==> src/rtl/sfp_peer_sum_reader_if.sv <==
// sfp_peer_sum_reader_if
//   Bundles the peer-FIFO side and the local SFP-row side of the cross-core
//   row-sum reader.
//   master : stimulus / environment side (drives peer_wr, peer_sum, div_req)
//   slave  : sfp_peer_sum_reader (drives peer_rd, div, sum_in, pending,
//            ovf, req_ovf)
//   sum_w  : row-sum word width (bw_psum + 4)
interface sfp_peer_sum_reader_if #(
  parameter int sum_w = 24
) ();
  logic             peer_wr;
  logic [sum_w-1:0] peer_sum;
  logic             peer_rd;
  logic             div_req;
  logic             div;
  logic [sum_w-1:0] sum_in;
  logic [3:0]       pending;
  logic             ovf;
  logic             req_ovf;

  modport master (
    output peer_wr, peer_sum, div_req,
    input  peer_rd, div, sum_in, pending, ovf, req_ovf
  );

  modport slave (
    input  peer_wr, peer_sum, div_req,
    output peer_rd, div, sum_in, pending, ovf, req_ovf
  );
endinterface

==> src/rtl/sfp_peer_sum_reader.sv <==
// sfp_peer_sum_reader
//   Drains the peer core's row-sum FIFO into a small local circular buffer and
//   hands each sum to the local SFP row with a one-cycle div strobe.
//   clk, reset : clock and synchronous active-high reset
//   bus.peer_wr/peer_sum/peer_rd : peer FIFO write strobe, head word, pop strobe
//   bus.div_req/div/sum_in       : local normalize request, divide strobe, sum
//   bus.pending                  : requests accepted but not yet issued
//   bus.ovf/req_ovf              : sticky credit / request overflow flags
module sfp_peer_sum_reader #(
  parameter int bw         = 8,
  parameter int bw_psum    = 2*bw+4,
  parameter int lbuf_depth = 4,
  parameter int peer_depth = 16
) (
  input logic                  clk,
  input logic                  reset,
  sfp_peer_sum_reader_if.slave bus
);
  localparam int sum_w  = bw_psum + 4;
  localparam int ptr_w  = $clog2(lbuf_depth);
  localparam int cnt_w  = $clog2(lbuf_depth + 1);
  localparam int pcnt_w = $clog2(peer_depth + 1);

  typedef enum logic [1:0] {
    ST_IDLE = 2'd0,
    ST_POP  = 2'd1,
    ST_GAP  = 2'd2
  } state_t;

  state_t           state_r;
  logic             peer_rd_r;
  logic [pcnt_w-1:0] peer_cnt_r;
  logic [sum_w-1:0] lbuf_r [lbuf_depth];
  logic [ptr_w-1:0] wr_ptr_r;
  logic [ptr_w-1:0] rd_ptr_r;
  logic [cnt_w-1:0] lbuf_cnt_r;
  logic [3:0]       pending_r;
  logic             div_r;
  logic [sum_w-1:0] sum_in_r;
  logic             ovf_r;
  logic             req_ovf_r;

  logic              buf_wr_s;
  logic              buf_pop_s;
  logic [ptr_w-1:0]  rd_ptr_nxt_s;
  logic [cnt_w-1:0]  lbuf_cnt_nxt_s;
  logic [sum_w-1:0]  head_nxt_s;
  logic              fetch_ok_s;
  logic [pcnt_w-1:0] peer_cnt_nxt_s;
  logic              ovf_set_s;
  logic              req_drop_s;
  logic              req_acc_s;
  logic [3:0]        pending_nxt_s;
  logic              div_set_s;

  // The buffer is written at the end of the POP cycle (the peer head is
  // already valid) and popped at the end of every div cycle.
  assign buf_wr_s  = peer_rd_r;
  assign buf_pop_s = div_r;

  // Credit counter mirrors the peer FIFO occupancy; a write into a full FIFO
  // is flagged rather than counted.
  always_comb begin
    ovf_set_s      = 1'b0;
    peer_cnt_nxt_s = peer_cnt_r;
    if (bus.peer_wr && !peer_rd_r) begin
      if (peer_cnt_r == pcnt_w'(peer_depth)) begin
        ovf_set_s = 1'b1;
      end else begin
        peer_cnt_nxt_s = peer_cnt_r + pcnt_w'(1);
      end
    end else if (!bus.peer_wr && peer_rd_r) begin
      peer_cnt_nxt_s = peer_cnt_r - pcnt_w'(1);
    end else begin
      peer_cnt_nxt_s = peer_cnt_r;
    end
  end

  // Next buffer occupancy and the word that will sit at the head next cycle.
  // The head bypasses the incoming peer word when it lands in an empty slot so
  // sum_in is ready a cycle before div can rise.
  always_comb begin
    rd_ptr_nxt_s = buf_pop_s ? (rd_ptr_r + ptr_w'(1)) : rd_ptr_r;
    case ({buf_wr_s, buf_pop_s})
      2'b10:   lbuf_cnt_nxt_s = lbuf_cnt_r + cnt_w'(1);
      2'b01:   lbuf_cnt_nxt_s = lbuf_cnt_r - cnt_w'(1);
      default: lbuf_cnt_nxt_s = lbuf_cnt_r;
    endcase
    if (buf_wr_s && (wr_ptr_r == rd_ptr_nxt_s)) begin
      head_nxt_s = bus.peer_sum;
    end else begin
      head_nxt_s = lbuf_r[rd_ptr_nxt_s];
    end
    // A pop this cycle frees a slot in time for the next fetch.
    fetch_ok_s = (peer_cnt_r != pcnt_w'(0)) &&
                 ((lbuf_cnt_r < cnt_w'(lbuf_depth)) || buf_pop_s);
  end

  // Request bookkeeping: a request arriving with the queue full and no issue
  // this cycle is dropped and flagged.
  always_comb begin
    req_drop_s = bus.div_req && (pending_r == 4'd15) && !div_r;
    req_acc_s  = bus.div_req && !req_drop_s;
    case ({req_acc_s, div_r})
      2'b10:   pending_nxt_s = pending_r + 4'd1;
      2'b01:   pending_nxt_s = pending_r - 4'd1;
      default: pending_nxt_s = pending_r;
    endcase
    div_set_s = !div_r && (pending_r != 4'd0) && (lbuf_cnt_r != cnt_w'(0));
  end

  // Local buffer storage; contents are only ever read behind a valid count.
  always_ff @(posedge clk) begin
    if (buf_wr_s) begin
      lbuf_r[wr_ptr_r] <= bus.peer_sum;
    end
  end

  // Fetch FSM plus all control/status registers.
  always_ff @(posedge clk) begin
    if (reset) begin
      state_r    <= ST_IDLE;
      peer_rd_r  <= 1'b0;
      peer_cnt_r <= '0;
      wr_ptr_r   <= '0;
      rd_ptr_r   <= '0;
      lbuf_cnt_r <= '0;
      pending_r  <= 4'd0;
      div_r      <= 1'b0;
      sum_in_r   <= '0;
      ovf_r      <= 1'b0;
      req_ovf_r  <= 1'b0;
    end else begin
      peer_cnt_r <= peer_cnt_nxt_s;
      ovf_r      <= ovf_r | ovf_set_s;
      req_ovf_r  <= req_ovf_r | req_drop_s;
      pending_r  <= pending_nxt_s;
      div_r      <= div_set_s;
      lbuf_cnt_r <= lbuf_cnt_nxt_s;
      rd_ptr_r   <= rd_ptr_nxt_s;
      if (buf_wr_s) begin
        wr_ptr_r <= wr_ptr_r + ptr_w'(1);
      end
      // sum_in tracks the head, which cannot change during a div cycle.
      if (lbuf_cnt_nxt_s != cnt_w'(0)) begin
        sum_in_r <= head_nxt_s;
      end
      case (state_r)
        ST_IDLE: begin
          if (fetch_ok_s) begin
            state_r   <= ST_POP;
            peer_rd_r <= 1'b1;
          end
        end
        ST_POP: begin
          state_r   <= ST_GAP;
          peer_rd_r <= 1'b0;
        end
        ST_GAP: begin
          // Lets the peer read pointer settle before the next pop.
          state_r   <= ST_IDLE;
          peer_rd_r <= 1'b0;
        end
        default: begin
          state_r   <= ST_IDLE;
          peer_rd_r <= 1'b0;
        end
      endcase
    end
  end

  assign bus.peer_rd = peer_rd_r;
  assign bus.div     = div_r;
  assign bus.sum_in  = sum_in_r;
  assign bus.pending = pending_r;
  assign bus.ovf     = ovf_r;
  assign bus.req_ovf = req_ovf_r;
endmodule
==> src/flat_wrapper.sv <==
// flat-port wrapper written by rule: the top's interface ports become plain ports
module sfp_peer_sum_reader_flat 
#(
  parameter int bw         = 8,
  parameter int bw_psum    = 2*bw+4,
  parameter int lbuf_depth = 4,
  parameter int peer_depth = 16
)
  (clk, reset, bus_peer_wr, bus_peer_sum, bus_div_req, bus_peer_rd, bus_div, bus_sum_in, bus_pending, bus_ovf, bus_req_ovf);
  sfp_peer_sum_reader_if bus_i ();
  input logic clk;
  input logic reset;
  input wire logic [$bits(bus_i.peer_wr)-1:0] bus_peer_wr;
  input wire logic [$bits(bus_i.peer_sum)-1:0] bus_peer_sum;
  input wire logic [$bits(bus_i.div_req)-1:0] bus_div_req;
  output wire logic [$bits(bus_i.peer_rd)-1:0] bus_peer_rd;
  output wire logic [$bits(bus_i.div)-1:0] bus_div;
  output wire logic [$bits(bus_i.sum_in)-1:0] bus_sum_in;
  output wire logic [$bits(bus_i.pending)-1:0] bus_pending;
  output wire logic [$bits(bus_i.ovf)-1:0] bus_ovf;
  output wire logic [$bits(bus_i.req_ovf)-1:0] bus_req_ovf;
  assign bus_i.peer_wr = bus_peer_wr;
  assign bus_i.peer_sum = bus_peer_sum;
  assign bus_i.div_req = bus_div_req;
  assign bus_peer_rd = bus_i.peer_rd;
  assign bus_div = bus_i.div;
  assign bus_sum_in = bus_i.sum_in;
  assign bus_pending = bus_i.pending;
  assign bus_ovf = bus_i.ovf;
  assign bus_req_ovf = bus_i.req_ovf;
  sfp_peer_sum_reader #(.bw(bw), .bw_psum(bw_psum), .lbuf_depth(lbuf_depth), .peer_depth(peer_depth)) u_core (.clk(clk), .reset(reset), .bus(bus_i));
endmodule
==> config.mk <==
export PLATFORM = sky130hd
export DESIGN_NAME = sfp_peer_sum_reader_flat
export DESIGN_NICKNAME = d
export VERILOG_FILES = /design/src/rtl/sfp_peer_sum_reader_if.sv /design/src/rtl/sfp_peer_sum_reader.sv /design/src/flat_wrapper.sv
export SDC_FILE = /design/constraint.sdc
export NUM_CORES = 1
export LEC_CHECK = 0
export ABC_AREA = 1
export CORE_AREA = 5 5 114 116
export DETAILED_ROUTE_END_ITERATION = 12
export DIE_AREA = 0 0 119 121
export DONT_BUFFER_PORTS = 1
export GPL_ROUTABILITY_DRIVEN = 0
export GPL_TIMING_DRIVEN = 0
export PLACE_DENSITY = 0.74
export SYNTH_ARGS = -nofsm -noshare
export SYNTH_HDL_FRONTEND = slang
export SYNTH_SLANG_ARGS = --single-unit
==> constraint.sdc <==
create_clock -name clk -period 2.7 [get_ports clk]
set_clock_uncertainty 0.2 [all_clocks]
set_input_delay 0 -clock clk [delete_from_list [all_inputs] [get_ports clk]]
set_output_delay 0 -clock clk [all_outputs]
set_load 0.01 [all_outputs]
# ---- After elaboration in Yosys (flattened, before gate mapping)
# Memory sizes are Yosys's and may differ from the RTL's. A register that Yosys moved wholly into a read port is not among the register bits.
# Cells that the tools add are included.
dict set report word_totals {
  regBits 22
  mem_bits_rw 96
  in_bits 28
  output_inout_bits 32
  wordCells 66
  memories 1
}
dict set report classes {
  add_sub_neg 8
  magnitude_cmp 1
  n_eq_ne 9
  n_mux 12
  n_bitwise 3
  reduce_logical 22
}
# name words width rd rd_clocked_by_memory_dff wr line_no
set memory_table {}
lappend memory_table {u_core.lbuf_r 4 24 1 1 1 sfp_peer_sum_reader.sv:33} ;# logic [sum_w-1:0] lbuf_r [lbuf_depth];
# operator n
set ops {}
lappend ops {{two-way mux 5 bit} 3}
lappend ops {{logical AND 1 bit} 8}
lappend ops {{one-hot mux 4 bit (2 select lines)} 1}
lappend ops {{equality test 2 x 1 -> 1 bit (second input constant)} 3}
lappend ops {{one-hot mux 3 bit (2 select lines)} 1}
lappend ops {{nonzero test 3 bit} 2}
lappend ops {{adder 5 x 1 -> 5 bit (second input constant)} 1}
lappend ops {{equality test 5 bit (second input constant)} 1}
lappend ops {{nonzero test 5 bit} 1}
lappend ops {{subtractor 5 x 1 -> 5 bit (second input constant)} 1}
lappend ops {{adder 2 x 1 -> 2 bit (second input constant)} 2}
lappend ops {{adder 4 x 1 -> 4 bit (second input constant)} 1}
lappend ops {{equality test 2 bit (second input constant)} 2}
lappend ops {{equality test 4 bit (second input constant)} 1}
lappend ops {{zero test 1 bit} 4}
lappend ops {{two-way mux 1 bit} 4}
lappend ops {{two-way mux 2 bit} 2}
lappend ops {{one-hot mux 2 bit (2 select lines)} 1}
lappend ops {{nonzero test 2 bit} 2}
lappend ops {{nonzero test 4 bit} 1}
lappend ops {{subtractor 4 x 1 -> 4 bit (second input constant)} 1}
lappend ops {{adder 3 x 1 -> 3 bit (second input constant)} 1}
lappend ops {{< comparator 3 bit (second input constant)} 1}
lappend ops {{subtractor 3 x 1 -> 3 bit (second input constant)} 1}
lappend ops {{8 further kinds} 9}

# ---- Depth between registers and ports, before layout
# Gate-level depths: netlist (run 1).
dict set report logic_depth {
  ltp_word 7
  depth_mapped 15
  depth_no_buf 13
}

# ---- Least setup slack after synthesis (run 1)
# No wires, ideal clock.
dict set report synth_path {
  path_kind {register to register}
  from {register u_core.peer_rd_r, in the netlist u_core.bus.peer_rd}
  to {register u_core.sum_in_r[0], in the netlist u_core.bus.sum_in[0], read port of u_core.lbuf_r}
  setup_ps 109
  arrival_time_ps 2334
  t_required_ps 2391
  slack_ps 57
  stages_incl_launch_ff 14
  n_path_buf 3
  period_less_slack_ps 2643
  cell_sequence {dfxtp_1 > clkbuf_1 > inv_1 > ha_1 > inv_1 > fa_1 > o21ai_0 > nor2_1 > nand3_1 > buf_4 > buf_2 > nand3_1 > nand2_1 > inv_1}
}
dict set report synth_via {
  elab_chain_len 3
  word_cells_on_any_way 4
  cone_classes {eq/ne (2); mux (1); reduce/logical (1)}
}
# element line_no
set synth_lines {}
lappend synth_lines {{start, declared} sfp_peer_sum_reader.sv:31} ;# logic peer_rd_r;
lappend synth_lines {{start signal, assigned} sfp_peer_sum_reader.sv:123} ;# peer_rd_r <= 1'b0;
lappend synth_lines {{start signal, assigned} sfp_peer_sum_reader.sv:152} ;# peer_rd_r <= 1'b1;
lappend synth_lines {{start signal, assigned} sfp_peer_sum_reader.sv:157} ;# peer_rd_r <= 1'b0;
lappend synth_lines {{equality test 2 x 1 -> 1 bit or equality test 2 bit (tied branches)} sfp_peer_sum_reader.sv:84} ;# case ({buf_wr_s, buf_pop_s})
lappend synth_lines {{one-hot mux 3 bit (2 select lines) *} sfp_peer_sum_reader.sv:84}
lappend synth_lines {{nonzero test 3 bit *} sfp_peer_sum_reader.sv:145} ;# if (lbuf_cnt_nxt_s != cnt_w'(0)) begin
lappend synth_lines {{end, declared} sfp_peer_sum_reader.sv:39} ;# logic [sum_w-1:0] sum_in_r;
# Mark *: on every way between the ends. The rest lies on a longest branch, timed or not.
# A chain may end at the register's enable or synchronous reset.

# ---- Worst setup path in the final report (run 1)
dict set report layout_path {
  from {register u_core.peer_rd_r, in the netlist u_core.bus.peer_rd}
  to {register u_core.sum_in_r[20], in the netlist u_core.bus.sum_in[20], read port of u_core.lbuf_r}
}
# The elaborated chain is that of the path after synthesis.

==> results.cfg, run 1 <==
[sta]
slew_violations = 0
finalCritPeriodShare_pct = 95.6
worst_slew_pin_slew_ps = 1190
period_needed_ps = 2580
maxSlewHeadroom_pct = 20.9
fmax_mhz = 387
finalHoldViolCount = 0
setup_violations = 0

[critical_path]
cpPeakStageDelay_ps = 430
cpMaxStageDelayCell = fa_1
path_common_cell = nor2_1
arrival_ps = 2700
cp_cell_sequence = clkbuf_8 > clkinvlp_4 > ha_1 > inv_1 > fa_1 > o21ai_2 > nor2_1 > nand3_2 > clkbuf_2 > nand2_1 > nor2_1 > nor2_1
crit_fanout = 10
r2r_slack_ps = 120
critPathLaunchType = register
cp_data_required_time_ps = 2820
path_class = reg -> reg
end_kind = register

[die]
dieArea_um2 = 14400
die_x_um = 119
core_area_um2 = 11800
die_h_um = 121
num_rows = 40
start_util_pct = 55.4
io-pin-count = 60

[synth]
syn_area_um2 = 6540
yosys_warnings = 0
ys_dominant_reg_cell = edfxtp_1
yosysSeqAreaShare_pct = 58.1
yosys-top-cells-area = edfxtp_1 44%, dfxtp_1 14%, nand3_1 11%, nand2_1 8.2%, inv_1 6.3%
yosys.area.top_type_share_pct = 44.1
synth_nets = 766
synth_cell_types = 28
synth_edf_count = 96
ys_ff_latch = 142
netlist_instances = 727
synth_largest_area_cell = edfxtp_1
avgSynthCellArea_um2 = 9.00
synth-async-reset-ratio_pct = 0

[routing]
vias = 5179
finalWirelength_mm = 15.8
antenna_left = 0
first_pass_iters = 5
vias_per_cell = 5.54
wl_met3_mm = 1.45
highest_layer = met4
initialDrtViolationCount = 462
met1Wirelength_mm = 6.07
wl_per_cell_um = 17.0
drc = 0
wl_met2_mm = 7.89

[placement]
numPortBuffers = 0
dp_hpwl_mm = 10.2
postPlaceCellArea_um2 = 6730

[global_route]
grt_max_degree = 25
antenna_found_initial = 0
grt_pass1_wl_mm = 25.6
grt_overflow = 0
first_global_vias = 5120
grtUsageTotal_pct = 22.8

[cts]
root_buffer = clkbuf_16
insertion_delay_ps = 430
cts_buffer_depth = 2
cts_buffers = 17
cts_tree = built
h-tree-depth = 4
clk_pin_slew_ps = 60
clock-sinks = 142

[layout]
antenna_cells = 0
final_area_um2 = 7630
synthToLayoutAreaGrowth_pct = 16.6
drive_above_1_share_pct = 10.0
nNetsFinal = 813

[pwr]
max-vdd-ir-drop_uv = 686
p_total_mw = 8.75
p_leak_nw = 3.42
powerDensity_nw_per_um2 = 1150

[min_path]
hold_class = in -> reg

[flow_run]
maxCapViolCount = 0

[run_status]
status = finished clean
[synthesized netlist by cell type, types with 2 or more instances]
library cell	instances
clkbuf_1	7
xnor2_1	3
dfxtp_1	46
inv_2	2
buf_6	5
nand2_2	5
fa_1	2
nand3_1	149
a21oi_1	13
nand2_4	4
edfxtp_1	96
buf_4	7
nor2_1	74
nor2_4	2
nand4_1	4
o21ai_0	17
inv_1	110
nand3_2	2
nor3_1	5
buf_2	15
a211oi_1	2
nand2_1	143
ha_1	9
[registers in the layout (all words and copies together) (netlist names)]
register	flops
u_core.bus.div	1
u_core.bus.ovf	1
u_core.bus.peer_rd	1
u_core.bus.pending	4
u_core.bus.req_ovf	1
u_core.bus.sum_in	24
u_core.lbuf_cnt_r	3
u_core.lbuf_r	96
u_core.peer_cnt_r	5
u_core.rd_ptr_r	2
u_core.state_r	2
u_core.wr_ptr_r	2
[path summary, 6_finish.rpt]
path	depth (start not counted)	startpoint	endpoint
max reg2reg	12	u_core.bus.peer_rd$_SDFFE_PP0P_	u_core.bus.sum_in[20]$_SDFFE_PP0P_
min	1	bus_peer_sum[22]	u_core.lbuf_r[1][22]$_DFFE_PP_
min reg2reg	1	u_core.state_r[0]$_SDFFE_PP0P_	u_core.state_r[0]$_SDFFE_PP0P_
max	12	u_core.bus.peer_rd$_SDFFE_PP0P_	u_core.bus.sum_in[20]$_SDFFE_PP0P_
[critical path, delay by kind of cell (launching register included)]
family / cells / cell delay, ps
buffers and inverters: 4 / 650
and+or+nand+nor: 5 / 460
DFF: 1 / 370
adders and majority gates: 2 / 630
AOI/OAI and AO/OA: 1 / 150
[repair_timing]
| item | CTS | global route |
|---|---|---|
| resized for setup | 10 | 5 |
| setup buffers | 0 | 1 |
| hold buffers | 27 | 0 |
| setup endpoints to repair | 24 | 24 |
| endpoints found under the hold margin | 131 | 0 |
[per-layer routing]
layer,track usage (%),vias to the layer above
li1,-,2472
met1,27.2,2422
met2,38.4,242
met3,6.43,43
met4,10.6,0
met5,0,-
[metrics by stage]
| step | worst slack [ps] | std cells | TNS (ps) | util (%) | hold WS [ps] |
|---|---|---|---|---|---|
| final | 119 | 934 | 0 | 64.6 | 110 |
| after CTS | 22.6 | 933 | 0 | 64.4 | 101 |
| after detailed placement | -583 | 874 | -12240 | 56.9 | -101 |
| after floorplan | 57.4 | 727 | 0 | - | -101 |
| after global routing | -11.6 | 934 | -19.5 | 64.6 | 127 |
| after global placement | -485 | 874 | -9820 | 56.9 | -101 |
[cell type report]
cell class | count | area (um^2)
timing repair buffer | 28 | 278
sequential | 142 | 3800
multi-input combinational | 438 | 2110
buffer | 35 | 245
clock inverter | 8 | 45.0
inverter | 112 | 424
fill | 911 | 4180
tap | 147 | 184
clock buffer | 24 | 537
[where the power goes]
part	leakage [nW]	internal [mW]	switching (mW)
Combinational	1.87	1.18	2.20
Clock	0.296	1.39	0.881
Sequential	1.25	2.81	0.295
[layout by cell type, fill, tap and decap left out, drive strengths merged, types with 5 or more instances in the layout]
cell,Yosys,final
a21oi,14,14
buf,28,29
clkbuf,7,31
dfxtp,46,46
dlygate4sd3,0,27
edfxtp,96,96
ha,9,9
inv,112,115
nand2,152,152
nand3,151,151
nor2,76,76
nor3,5,5
o21ai,17,17
[cells by family after synthesis]
| kind of cell | share of synthesized area (%) |
|---|---|
| buf+inv | 9.70 |
| fa+ha+maj | 2.33 |
| xor+xnor | 0.536 |
| simple gates | 26.5 |
| compound gates | 2.75 |
| flops | 58.1 |
Note: power is estimated with default switching activity, not from simulation.
==> inputs of run 2 (changes only) <==
--- a/config.mk
+++ b/config.mk
@@ -6,13 +6,14 @@
 export NUM_CORES = 1
 export LEC_CHECK = 0
 export ABC_AREA = 1
-export CORE_AREA = 5 5 114 116
+export CORE_AREA = 5 5 111 113
+export CTS_BUF_LIST = sky130_fd_sc_hd__clkbuf_8
 export DETAILED_ROUTE_END_ITERATION = 12
-export DIE_AREA = 0 0 119 121
+export DIE_AREA = 0 0 116 118
 export DONT_BUFFER_PORTS = 1
 export GPL_ROUTABILITY_DRIVEN = 0
-export GPL_TIMING_DRIVEN = 0
-export PLACE_DENSITY = 0.74
+export GPL_TIMING_DRIVEN = 1
+export PLACE_DENSITY = 0.77
 export SYNTH_ARGS = -nofsm -noshare
 export SYNTH_HDL_FRONTEND = slang
 export SYNTH_SLANG_ARGS = --single-unit
==> results.cfg, run 2 (synthesized netlist as in run 1, its figures left out) <==
[sta]
period_needed_ps = 2400
fmax_mhz = 416
slew_violations = 0
setup_violations = 0
tns_ps = 0
worst_slew_pin_slew_ps = 560
maxSlewHeadroom_pct = 62.6
finalHoldWorstSlack_ps = 76.0
finalHoldViolCount = 0
rsz0062_at_grt = no
finalCritPeriodShare_pct = 89.0

[cts]
clock-sinks = 142
cts_buffer_depth = 2
h-tree-depth = 4
clk_pin_slew_ps = 80
root_buffer = clkbuf_8
insertion_delay_ps = 460
cts_setup_buffers = 0
postCtsResizedCells = 0
cts_tree = built
cts_buffers = 17

[global_route]
first_global_vias = 4819
grt_max_degree = 49
grt_overflow = 0
grt_pass1_wl_mm = 23.7
antenna_found_initial = 0
grtUsageTotal_pct = 22.3

[pwr]
p_comb_share_pct = 40.3
p_sw_share_pct = 40.2
p_seq_share_pct = 40.1
max-vdd-ir-drop_uv = 772
pwr-share-clk_pct = 19.6
p_leak_nw = 3.31
p_int_mw = 4.59
switching_power_mw = 3.09
powerDensity_nw_per_um2 = 1040
p_total_mw = 7.68

[layout]
antenna_cells = 0
final_cells = 915
drive_above_1_share_pct = 8.42
final_common_cell = nand3_1
largest_reg_flops = 96
nNetsFinal = 798
synthToLayoutAreaGrowth_pct = 12.4
final_cell_mix = 148 x nand3_1, 143 x nand2_1, 113 x inv_1
utilization_pct = 65.5
regMostFlops = u_core.lbuf_r

[die]
num_rows = 39
core_area_um2 = 11200
io-pin-count = 60
dieArea_um2 = 13700
die_h_um = 118
die_x_um = 116
start_util_pct = 58.3

[run_status]
status = finished clean

[critical_path]
crit_fanout = 48
path_class = reg -> reg
cp_data_required_time_ps = 2900
cpMaxStageDelayCell = dfxtp_1
ff2ff_path_depth = 11
end_kind = register
cp_cell_sequence = ha_1 > inv_1 > fa_1 > o21ai_0 > nor2_1 > nand3_2 > buf_12 > nor2_1 > nor2_1 > nand2_1 > inv_1
critPathLaunchType = register
path_common_cell = nor2_1
cpPeakStageDelay_ps = 470
arrival_ps = 2600

[routing]
first_pass_iters = 5
antenna_left = 0
vias_per_cell = 5.46
vias = 4996
drc = 0
finalWirelength_mm = 14.7
initialDrtViolationCount = 337
wl_per_cell_um = 16.0

[min_path]
hold_path_depth = 1
hold_class = in -> reg

[flow_run]
maxCapViolCount = 0

[placement]
dp_hpwl_mm = 9.26
placed_cells = 854
numPortBuffers = 0
-- run 2: cell count changes in the layout (fill, tap and decap cells not counted), moves of 7 or more --
cell       delta
buf_2        -13
buf_4         +8
buf_6         -7
clkbuf_1      -8
clkbuf_16    -21
clkbuf_8     +21
-- run 2: repair_timing --
action	4_1_cts	5_1_grt
hold endpoints to repair	142	0
setup endpoints to repair	0	0
hold buffers	29	0
-- run 2: power by group through the flow --
| stage | Combinational [mW] | Sequential [mW] | Clock (mW) |
|---|---|---|---|
| after detailed placement | 3.00 | 3.13 | 0 |
| final | 3.10 | 3.08 | 1.50 |
| after floorplan | 2.34 | 3.07 | 0 |
| after global placement | 2.87 | 3.11 | 0 |
| after global routing | 3.52 | 3.12 | 1.62 |
| after CTS | 3.09 | 3.08 | 1.52 |
-- run 2: critical path: cells and delay by family, from the launching register on --
kind | cells | cell delay [ps]
DFF | 1 | 470
and+or+nand+nor | 5 | 440
AOI/OAI and AO/OA | 1 | 230
buffers and inverters | 3 | 340
adders and majority gates | 2 | 630
-- run 2: layout make-up --
cell class | instances | area [um^2]
multi-input combinational | 438 | 2110
timing repair buffer | 48 | 493
clock buffer | 22 | 303
tap | 143 | 179
sequential | 142 | 3800
fill | 892 | 3870
clock inverter | 10 | 46.3
inverter | 112 | 420
-- run 2: path summary, 6_finish.rpt --
path | to | slack, ps | start
min | u_core.lbuf_r[2][10]$_DFFE_PP_ | 80 | bus_peer_sum[10]
max | u_core.bus.sum_in[4]$_SDFFE_PP0P_ | 300 | u_core.bus.div$_SDFF_PP0_
min reg2reg | u_core.state_r[0]$_SDFFE_PP0P_ | 240 | u_core.state_r[0]$_SDFFE_PP0P_
max reg2reg | u_core.bus.sum_in[4]$_SDFFE_PP0P_ | 300 | u_core.bus.div$_SDFF_PP0_
-- run 2: routing by layer --
layer | global-route usage (%) | share of wire, % | vias to the layer above
met2 | 37.2 | 50 | 166
met5 | 0 | 0 | -
met1 | 27.6 | 42 | 2375
met4 | 8.70 | 1.7 | 0
met3 | 5.71 | 6.9 | 25
li1 | - | - | 2430
-- run 2: per-stage QoR --
step           worst slack [ps]  cell area, um^2
2_1_floorplan              57.4             6540
3_3_place_gp                457             6700
3_5_place_dp                358             6700
4_1_cts                     331             7350
5_1_grt                     140             7350
6_report                    296             7350
